## src/rtl/hdr_cdw_pkg.sv

```systemverilog
// hdr_cdw_pkg
// Shared definitions for the HDR command descriptor writer: FSM state
// encoding, DWORD field bit positions, the protected dummy configuration
// location and the descriptor size.
package hdr_cdw_pkg;

  typedef enum logic [1:0] {
    ST_IDLE,
    ST_WRITE,
    ST_VERIFY,
    ST_DONE
  } cdw_state_t;

  localparam int DESC_BYTES         = 8;
  localparam int DUMMY_BASE_DEFAULT = 450;
  localparam int DUMMY_BYTES        = 4;

  // DWORD0 field positions
  localparam int CMD_ATTR_LSB  = 0;
  localparam int TID_LSB       = 3;
  localparam int CMD_LSB       = 7;
  localparam int CP_BIT        = 15;
  localparam int DEV_INDEX_LSB = 16;
  localparam int DTT_LSB       = 23;
  localparam int MODE_LSB      = 26;
  localparam int RNW_BIT       = 29;
  localparam int WROC_BIT      = 30;
  localparam int TOC_BIT       = 31;

  // DWORD1 field positions
  localparam int DATA_LEN_LSB  = 16;

  typedef struct packed {
    logic [2:0]  cmd_attr;
    logic [3:0]  tid;
    logic [7:0]  cmd;
    logic        cp;
    logic [4:0]  dev_index;
    logic [2:0]  dtt;
    logic [2:0]  mode;
    logic        rnw;
    logic        wroc;
    logic        toc;
    logic [15:0] data_len;
  } cdw_fields_t;

endpackage

```

## src/rtl/hdr_cmd_desc_packer.sv

```systemverilog
// hdr_cmd_desc_packer
// Purely combinational: packs the command fields into the 8-byte HDR
// configuration layout (DWORD0 = bytes 0..3, DWORD1 = bytes 4..7,
// little-endian, byte k in desc[8k+7:8k]).
// Ports:
//   fields  in   command fields
//   desc    out  packed descriptor, 64 bits
module hdr_cmd_desc_packer
  import hdr_cdw_pkg::*;
(
  input  cdw_fields_t                 fields,
  output logic [DESC_BYTES*8-1:0]     desc
);

  logic [31:0] dword0;
  logic [31:0] dword1;

  // Reserved bits DWORD0[22:21] and DWORD1[15:0] stay zero from the default.
  always_comb begin
    dword0 = '0;
    dword1 = '0;
    dword0[CMD_ATTR_LSB  +: 3] = fields.cmd_attr;
    dword0[TID_LSB       +: 4] = fields.tid;
    dword0[CMD_LSB       +: 8] = fields.cmd;
    dword0[CP_BIT]             = fields.cp;
    dword0[DEV_INDEX_LSB +: 5] = fields.dev_index;
    dword0[DTT_LSB       +: 3] = fields.dtt;
    dword0[MODE_LSB      +: 3] = fields.mode;
    dword0[RNW_BIT]            = fields.rnw;
    dword0[WROC_BIT]           = fields.wroc;
    dword0[TOC_BIT]            = fields.toc;
    dword1[DATA_LEN_LSB  +: 16] = fields.data_len;
    desc = {dword1, dword0};
  end

endmodule

```

## src/rtl/hdr_cmd_desc_writer.sv

```systemverilog
// hdr_cmd_desc_writer
// Packs HDR command fields into an 8-byte descriptor and writes it into the
// register file at base..base+7 through the single-byte write port, after
// arbitrating with a req/gnt pair. Bad base addresses (0, past the end of
// the register file, or touching the protected dummy configuration) are
// rejected with a one-cycle err pulse.
// Optional macro CDW_READBACK_EN: after writing, the descriptor is read back
// and compared; a mismatch pulses err instead of done.
// Ports:
//   i_cdw_clk / i_cdw_rst_n    clock, synchronous active-low reset
//   i_cdw_start                descriptor write request (IDLE only)
//   i_cdw_base_addr            byte address of DWORD0 byte 0
//   i_cdw_CMD_ATTR..data_len   command fields
//   i_cdw_gnt / o_cdw_req      register file port arbitration
//   o_cdw_regf_*               register file byte port
//   i_cdw_regf_data_rd         registered read data (read-back only)
//   o_cdw_busy/done/err        status
module hdr_cmd_desc_writer
  import hdr_cdw_pkg::*;
#(
  parameter int ADDR       = 12,
  parameter int DEPTH      = 4096,
  parameter int DUMMY_BASE = DUMMY_BASE_DEFAULT
) (
  input  logic            i_cdw_clk,
  input  logic            i_cdw_rst_n,
  input  logic            i_cdw_start,
  input  logic [ADDR-1:0] i_cdw_base_addr,
  input  logic [2:0]      i_cdw_CMD_ATTR,
  input  logic [3:0]      i_cdw_TID,
  input  logic [7:0]      i_cdw_CMD,
  input  logic            i_cdw_CP,
  input  logic [4:0]      i_cdw_DEV_INDEX,
  input  logic [2:0]      i_cdw_DTT,
  input  logic [2:0]      i_cdw_MODE,
  input  logic            i_cdw_RnW,
  input  logic            i_cdw_WROC,
  input  logic            i_cdw_TOC,
  input  logic [15:0]     i_cdw_data_len,
  input  logic            i_cdw_gnt,
  input  logic [7:0]      i_cdw_regf_data_rd,
  output logic            o_cdw_req,
  output logic            o_cdw_regf_wr_en,
  output logic            o_cdw_regf_rd_en,
  output logic [ADDR-1:0] o_cdw_regf_addr,
  output logic [7:0]      o_cdw_regf_data_wr,
  output logic            o_cdw_busy,
  output logic            o_cdw_done,
  output logic            o_cdw_err
);

  localparam logic [ADDR:0] WIN_SPAN    = (ADDR+1)'(DESC_BYTES - 1);
  localparam logic [ADDR:0] LAST_ADDR   = (ADDR+1)'(DEPTH - 1);
  localparam logic [ADDR:0] DUMMY_FIRST = (ADDR+1)'(DUMMY_BASE);
  localparam logic [ADDR:0] DUMMY_LAST  = (ADDR+1)'(DUMMY_BASE + DUMMY_BYTES - 1);

  cdw_state_t                  state;
  cdw_fields_t                 in_fields;
  cdw_fields_t                 fields;
  logic [ADDR-1:0]             base;
  logic [3:0]                  idx;
  logic                        err_pulse;
  logic [DESC_BYTES*8-1:0]     desc;
  logic [ADDR:0]               win_lo;
  logic [ADDR:0]               win_hi;
  logic                        addr_bad;
  logic                        wr_en;
  logic                        rd_en;

  assign in_fields = '{cmd_attr: i_cdw_CMD_ATTR, tid: i_cdw_TID, cmd: i_cdw_CMD,
                       cp: i_cdw_CP, dev_index: i_cdw_DEV_INDEX, dtt: i_cdw_DTT,
                       mode: i_cdw_MODE, rnw: i_cdw_RnW, wroc: i_cdw_WROC,
                       toc: i_cdw_TOC, data_len: i_cdw_data_len};

  hdr_cmd_desc_packer u_packer (
    .fields (fields),
    .desc   (desc)
  );

  // Window check is done one bit wider than the address so base+7 cannot wrap.
  // Base 0 is refused because the register file clears base-1 every cycle.
  always_comb begin
    win_lo   = {1'b0, i_cdw_base_addr};
    win_hi   = win_lo + WIN_SPAN;
    addr_bad = (win_lo == '0) || (win_hi > LAST_ADDR) ||
               ((win_lo <= DUMMY_LAST) && (win_hi >= DUMMY_FIRST));
  end

  assign wr_en = (state == ST_WRITE) && i_cdw_gnt;

`ifdef CDW_READBACK_EN
  // Read data arrives one cycle after the strobe, so the compare uses the
  // byte index remembered from the previous cycle.
  logic       pending;
  logic [2:0] pidx;
  logic       mismatch;

  assign mismatch = (state == ST_VERIFY) && pending &&
                    (i_cdw_regf_data_rd != desc[{pidx, 3'b000} +: 8]);
  assign rd_en    = (state == ST_VERIFY) && i_cdw_gnt && !idx[3] && !mismatch;
`else
  logic unused_rd_data;
  assign unused_rd_data = ^i_cdw_regf_data_rd;
  assign rd_en = 1'b0;
`endif

  assign o_cdw_regf_wr_en   = wr_en;
  assign o_cdw_regf_rd_en   = rd_en;
  assign o_cdw_regf_addr    = (wr_en || rd_en) ? base + ADDR'(idx[2:0]) : '0;
  assign o_cdw_regf_data_wr = wr_en ? desc[{idx[2:0], 3'b000} +: 8] : 8'h00;
  assign o_cdw_req          = (state == ST_WRITE) || ((state == ST_VERIFY) && !idx[3]);
  assign o_cdw_busy         = (state != ST_IDLE);
  assign o_cdw_done         = (state == ST_DONE);
  assign o_cdw_err          = err_pulse;

  // Descriptor FSM. idx counts granted byte transfers in WRITE and VERIFY;
  // in VERIFY it runs to 8 so the last read's compare can still happen.
  always_ff @(posedge i_cdw_clk) begin
    if (!i_cdw_rst_n) begin
      state     <= ST_IDLE;
      base      <= '0;
      fields    <= '0;
      idx       <= '0;
      err_pulse <= 1'b0;
`ifdef CDW_READBACK_EN
      pending   <= 1'b0;
      pidx      <= '0;
`endif
    end else begin
      err_pulse <= 1'b0;
`ifdef CDW_READBACK_EN
      pending   <= rd_en;
      pidx      <= idx[2:0];
`endif
      case (state)
        ST_IDLE: begin
          if (i_cdw_start) begin
            if (addr_bad) begin
              err_pulse <= 1'b1;
            end else begin
              base   <= i_cdw_base_addr;
              fields <= in_fields;
              idx    <= '0;
              state  <= ST_WRITE;
            end
          end
        end
        ST_WRITE: begin
          if (i_cdw_gnt) begin
            if (idx[2:0] == 3'd7) begin
              idx <= '0;
`ifdef CDW_READBACK_EN
              state <= ST_VERIFY;
`else
              state <= ST_DONE;
`endif
            end else begin
              idx <= idx + 4'd1;
            end
          end
        end
`ifdef CDW_READBACK_EN
        ST_VERIFY: begin
          if (mismatch) begin
            err_pulse <= 1'b1;
            state     <= ST_IDLE;
          end else begin
            if (rd_en) idx <= idx + 4'd1;
            if (pending && (pidx == 3'd7)) state <= ST_DONE;
          end
        end
`endif
        ST_DONE: state <= ST_IDLE;
        default: state <= ST_IDLE;
      endcase
    end
  end

endmodule

```

## config.mk

```make
export PLATFORM = sky130hd
export DESIGN_NAME = hdr_cmd_desc_writer
export DESIGN_NICKNAME = d
export VERILOG_FILES = /design/src/rtl/hdr_cdw_pkg.sv /design/src/rtl/hdr_cmd_desc_packer.sv /design/src/rtl/hdr_cmd_desc_writer.sv
export SDC_FILE = /design/constraint.sdc
export NUM_CORES = 1
export LEC_CHECK = 0
export CORE_MARGIN = 4
export CORE_UTILIZATION = 30
export DETAILED_ROUTE_END_ITERATION = 16
export HOLD_SLACK_MARGIN = 0.03
export SLEW_MARGIN = 0
export SYNTH_ARGS = -nofsm -noshare
export SYNTH_HDL_FRONTEND = slang
export SYNTH_SLANG_ARGS = --single-unit
```

## constraint.sdc

```tcl
create_clock -name i_cdw_clk -period 2.1 [get_ports i_cdw_clk]
set_input_delay 0.42 -clock i_cdw_clk [delete_from_list [all_inputs] [get_ports i_cdw_clk]]
set_output_delay 0.42 -clock i_cdw_clk [all_outputs]
set_load 0.05 [all_outputs]
```

==> flow_metrics.env <==
export IMPL_grt_setup_unrepaired="true"
export IMPL_setup_worst_path_start_class="flip-flop"
export IMPL_result_of_the_run="finished, violations left"
export IMPL_ys_async_sr_fraction_pct=0
export IMPL_yosys_area_share_simple_pct=23.40
export IMPL_critical_path_buf_inv_count=1
export IMPL_die_h_um=117.6
export IMPL_synth_seq_cells=65
export IMPL_report_final_setup_viol=18
export IMPL_critPathArrivalTime_ps=1990
export IMPL_synth_top_family_by_area="simple AND/OR/NAND/NOR gates"
export IMPL_yosys_area_share_xor_xnor_pct=1.701
export IMPL_crit_path_end_kind="output port"
export IMPL_detailroute_via_count=3291
export IMPL_post_route_drc_count=0
export IMPL_antennaDiodeCount=0
export IMPL_drive_gt1_share_pct=31.80
export IMPL_place_detailed_hpwl_um=7463
export IMPL_core_um2=11560
export IMPL_place_gp_congestion=0.8773
export IMPL_cap_violations=0
export IMPL_drtPass1Iterations=4
export IMPL_synth_top_area_cell="dfxtp_1"
export IMPL_routed_via_density=4.790
export IMPL_layout_nets=619
export IMPL_skew_ps=5.769
export IMPL_post_synth_top_count_cell="nand2_1"
export IMPL_area_share_of_the_largest_cell_type_after_synthesis_pct=36.11
export IMPL_dieArea_um2=13830
export IMPL_htree_levels=3
export IMPL_initial_core_util_pct=31.16
export IMPL_worst_path_dominant_cell_family="simple AND/OR/NAND/NOR gates"
export IMPL_postSynthNetCount=500
export IMPL_die_w_um=117.6
export IMPL_hp_class="reg2reg"
export IMPL_ys_top_cells_by_area="dfxtp_1 (36%), mux2i_1 (18%), nand2_1 (13%)"
export IMPL_synth_cells=420
export IMPL_drv_slew=0
export IMPL_netlist_area_um2=3603
export IMPL_tns_ps=-3661
export IMPL_core_rowCount=39
export IMPL_clock_path_buffers=2
export IMPL_post_route_cell_area_um2=5909
export IMPL_timing_worst_setup_path_type="reg2out"
export IMPL_cp_cell_sequence="ha_4 > fa_2 > a21o_1 > nand2_4 > or3_4 > a21oi_4 > buf_12"
export IMPL_antenna_found_initial=0
export IMPL_power_density_cell_area_nw_per_um2=628.0
export IMPL_ir_drop_worst_vdd_uv=377.8
export IMPL_wl_um=10360
export IMPL_yosysSeqAreaShare_pct=36.11
export IMPL_synth_warning_count=0
export IMPL_fillerInstances=1049
export IMPL_postSynth_topFlopCell="dfxtp_1"
export IMPL_synth_edff_count=0
export IMPL_timing_final_ws_setup_ps=-314.9
export IMPL_dpl_instance_area_um2=5171
export IMPL_period_needed_ps=2415
export IMPL_grt_max_degree=74
export IMPL_synth_area_mux_share_pct=22.74
export IMPL_synth_common_cells="nand2_1 (127), dfxtp_1 (65), mux2i_1 (65)"
export IMPL_groute_usage_overall_pct=15.41
export IMPL_cts_tree="done"
export IMPL_max_clock_freq_mhz=414.1
export IMPL_area_share_of_fa_ha_maj_cells_after_synthesis_pct=3.681
export IMPL_critPathRequiredTime_ps=1680
export IMPL_drt_iter0_drc=148
export IMPL_clkSinkCount=65
export IMPL_globalRoute_totalOverflow=0
export IMPL_critical_path_slowest_cell="dfxtp_2"
export IMPL_post_drt_wl_per_cell_um=15.08
export IMPL_report_final_hold_viol_count=0
export IMPL_cp_slowest_stage_delay_ps=350
export IMPL_clock_insertion_delay_worst_skew_ps=330
export IMPL_cts_root_buffer_cell="clkbuf_16"
export IMPL_timing_final_crit_share_pct=115.0
export IMPL_ys_types=48
export IMPL_post_cts_hold_buffer_count=0
export IMPL_io_buffers=86
export IMPL_power_leakage_nw=2.361
export IMPL_syn_mean_instance_area_um2=8.580
export IMPL_violations_in_the_final_reports="setup timing"
export IMPL_worst_path_max_fanout=5
export IMPL_clk_pin_slew_ps=50
export IMPL_number_of_cts_inserted_buffers=9
export IMPL_flow_area_growth_from_synthesis_pct=63.99
export IMPL_global_route_wire_length_before_repair_um=17510
export IMPL_final_antenna_net_count=0
export IMPL_synth_compound_gate_area_share_pct=7.465
export IMPL_number_of_global_route_vias_before_repair=3531
export IMPL_io_pins=96
==> cell usage in the layout (no fill, tap or decap), drive strengths merged, types with 3 or more instances in the layout <==
| cell type | count |
|---|---|
| a21oi | 11 |
| clkbuf | 12 |
| a22oi | 3 |
| a31oi | 3 |
| inv | 5 |
| nor2 | 27 |
| a32o | 4 |
| dfxtp | 65 |
| nand2 | 127 |
| nor2b | 4 |
| buf | 79 |
| mux2i | 65 |
| and2 | 6 |
| mux2 | 3 |
| clkdlybuf4s50 | 51 |
| a21o | 3 |
| nand4 | 3 |
| ha | 9 |
| xor2 | 5 |
| mux4 | 6 |
| or3 | 3 |
| nor3 | 5 |
| and3 | 6 |
==> cells by family after synthesis <==
logic type | after synthesis
buf+inv | 32
xor+xnor | 7
mux | 74
flops | 65
simple gates | 194
compound gates | 37
other cells | 1
fa+ha+maj | 10
==> area by class of cell <==
class,count,area (µm²),area share (%)
clock buffer,11,252.7,4.277
clock inverter,5,77.57,1.313
inverter,5,21.27,0.3599
multi-input combinational,323,2494,42.20
sequential,65,1310,22.17
tap,143,178.9,3.028
timing repair buffer,135,1575,26.66
==> where the power goes <==
| part | internal, mW | total [mW] | switching [mW] | leakage, nW |
|---|---|---|---|---|
| sequential | 1.31 | 1.36 | 0.0526 | 0.536 |
| clock | 1.10 | 1.64 | 0.538 | 0.162 |
| combinational | 0.379 | 0.711 | 0.332 | 1.66 |
| total | 2.79 | 3.71 | 0.922 | 2.36 |
==> tightest hold or removal path, delay by kind of cell, from the launching register on <==
| kind | cells | cell delay, ps |
|---|---|---|
| muxes | 1 | 50 |
| DFF | 1 | 300 |
| and+or+nand+nor | 1 | 50 |
==> metrics by stage <==
step / total power [mW] / setup WS [ps] / hold WS [ps] / std cells / utilization, %
floorplan: 1.738 / -6.794 / 431.3 / 420 / -
global placement: 1.998 / -554.6 / 439.8 / 658 / 44.71
detailed placement: 2.014 / -617.2 / 445.7 / 658 / 44.71
CTS: 3.745 / -379.8 / 452.8 / 684 / 50.46
global route: 3.868 / -398.4 / 470.6 / 687 / 51.10
finish: 3.711 / -314.9 / 456.1 / 687 / 51.10
==> sequential cells by signal (all words and copies together) (netlist names) <==
| register | count |
|---|---|
| base | 12 |
| fields | 46 |
| idx | 4 |
| o_cdw_err | 1 |
| state | 2 |
==> final timing paths <==
check / slack [ps] / end / from / cells after the start
min reg2reg: 460 / fields[8]$_SDFFE_PN0P_ / fields[8]$_SDFFE_PN0P_ / 2
max: -310 / o_cdw_regf_addr[10] / base[0]$_SDFFE_PN0P_ / 7
max reg2reg: 280 / idx[3]$_SDFFE_PN0P_ / idx[0]$_SDFFE_PN0P_ / 8
min: 460 / fields[8]$_SDFFE_PN0P_ / fields[8]$_SDFFE_PN0P_ / 2
==> metal layers <==
| metal | global-route usage, % | part of all wire, % |
|---|---|---|
| met1 | 19.04 | 45 |
| met3 | 4.517 | 4.5 |
| met5 | 0 | 0 |
| met2 | 27.35 | 50 |
| met4 | 1.978 | 0.14 |
==> timing repair <==
action	4_1_cts	5_1_grt
buffers inserted	6	4
resized for setup	70	20
gates cloned	4	0
pin swaps	26	18
endpoints found under the setup margin	83	77
No activity file was read; power rests on OpenSTA's default activity.
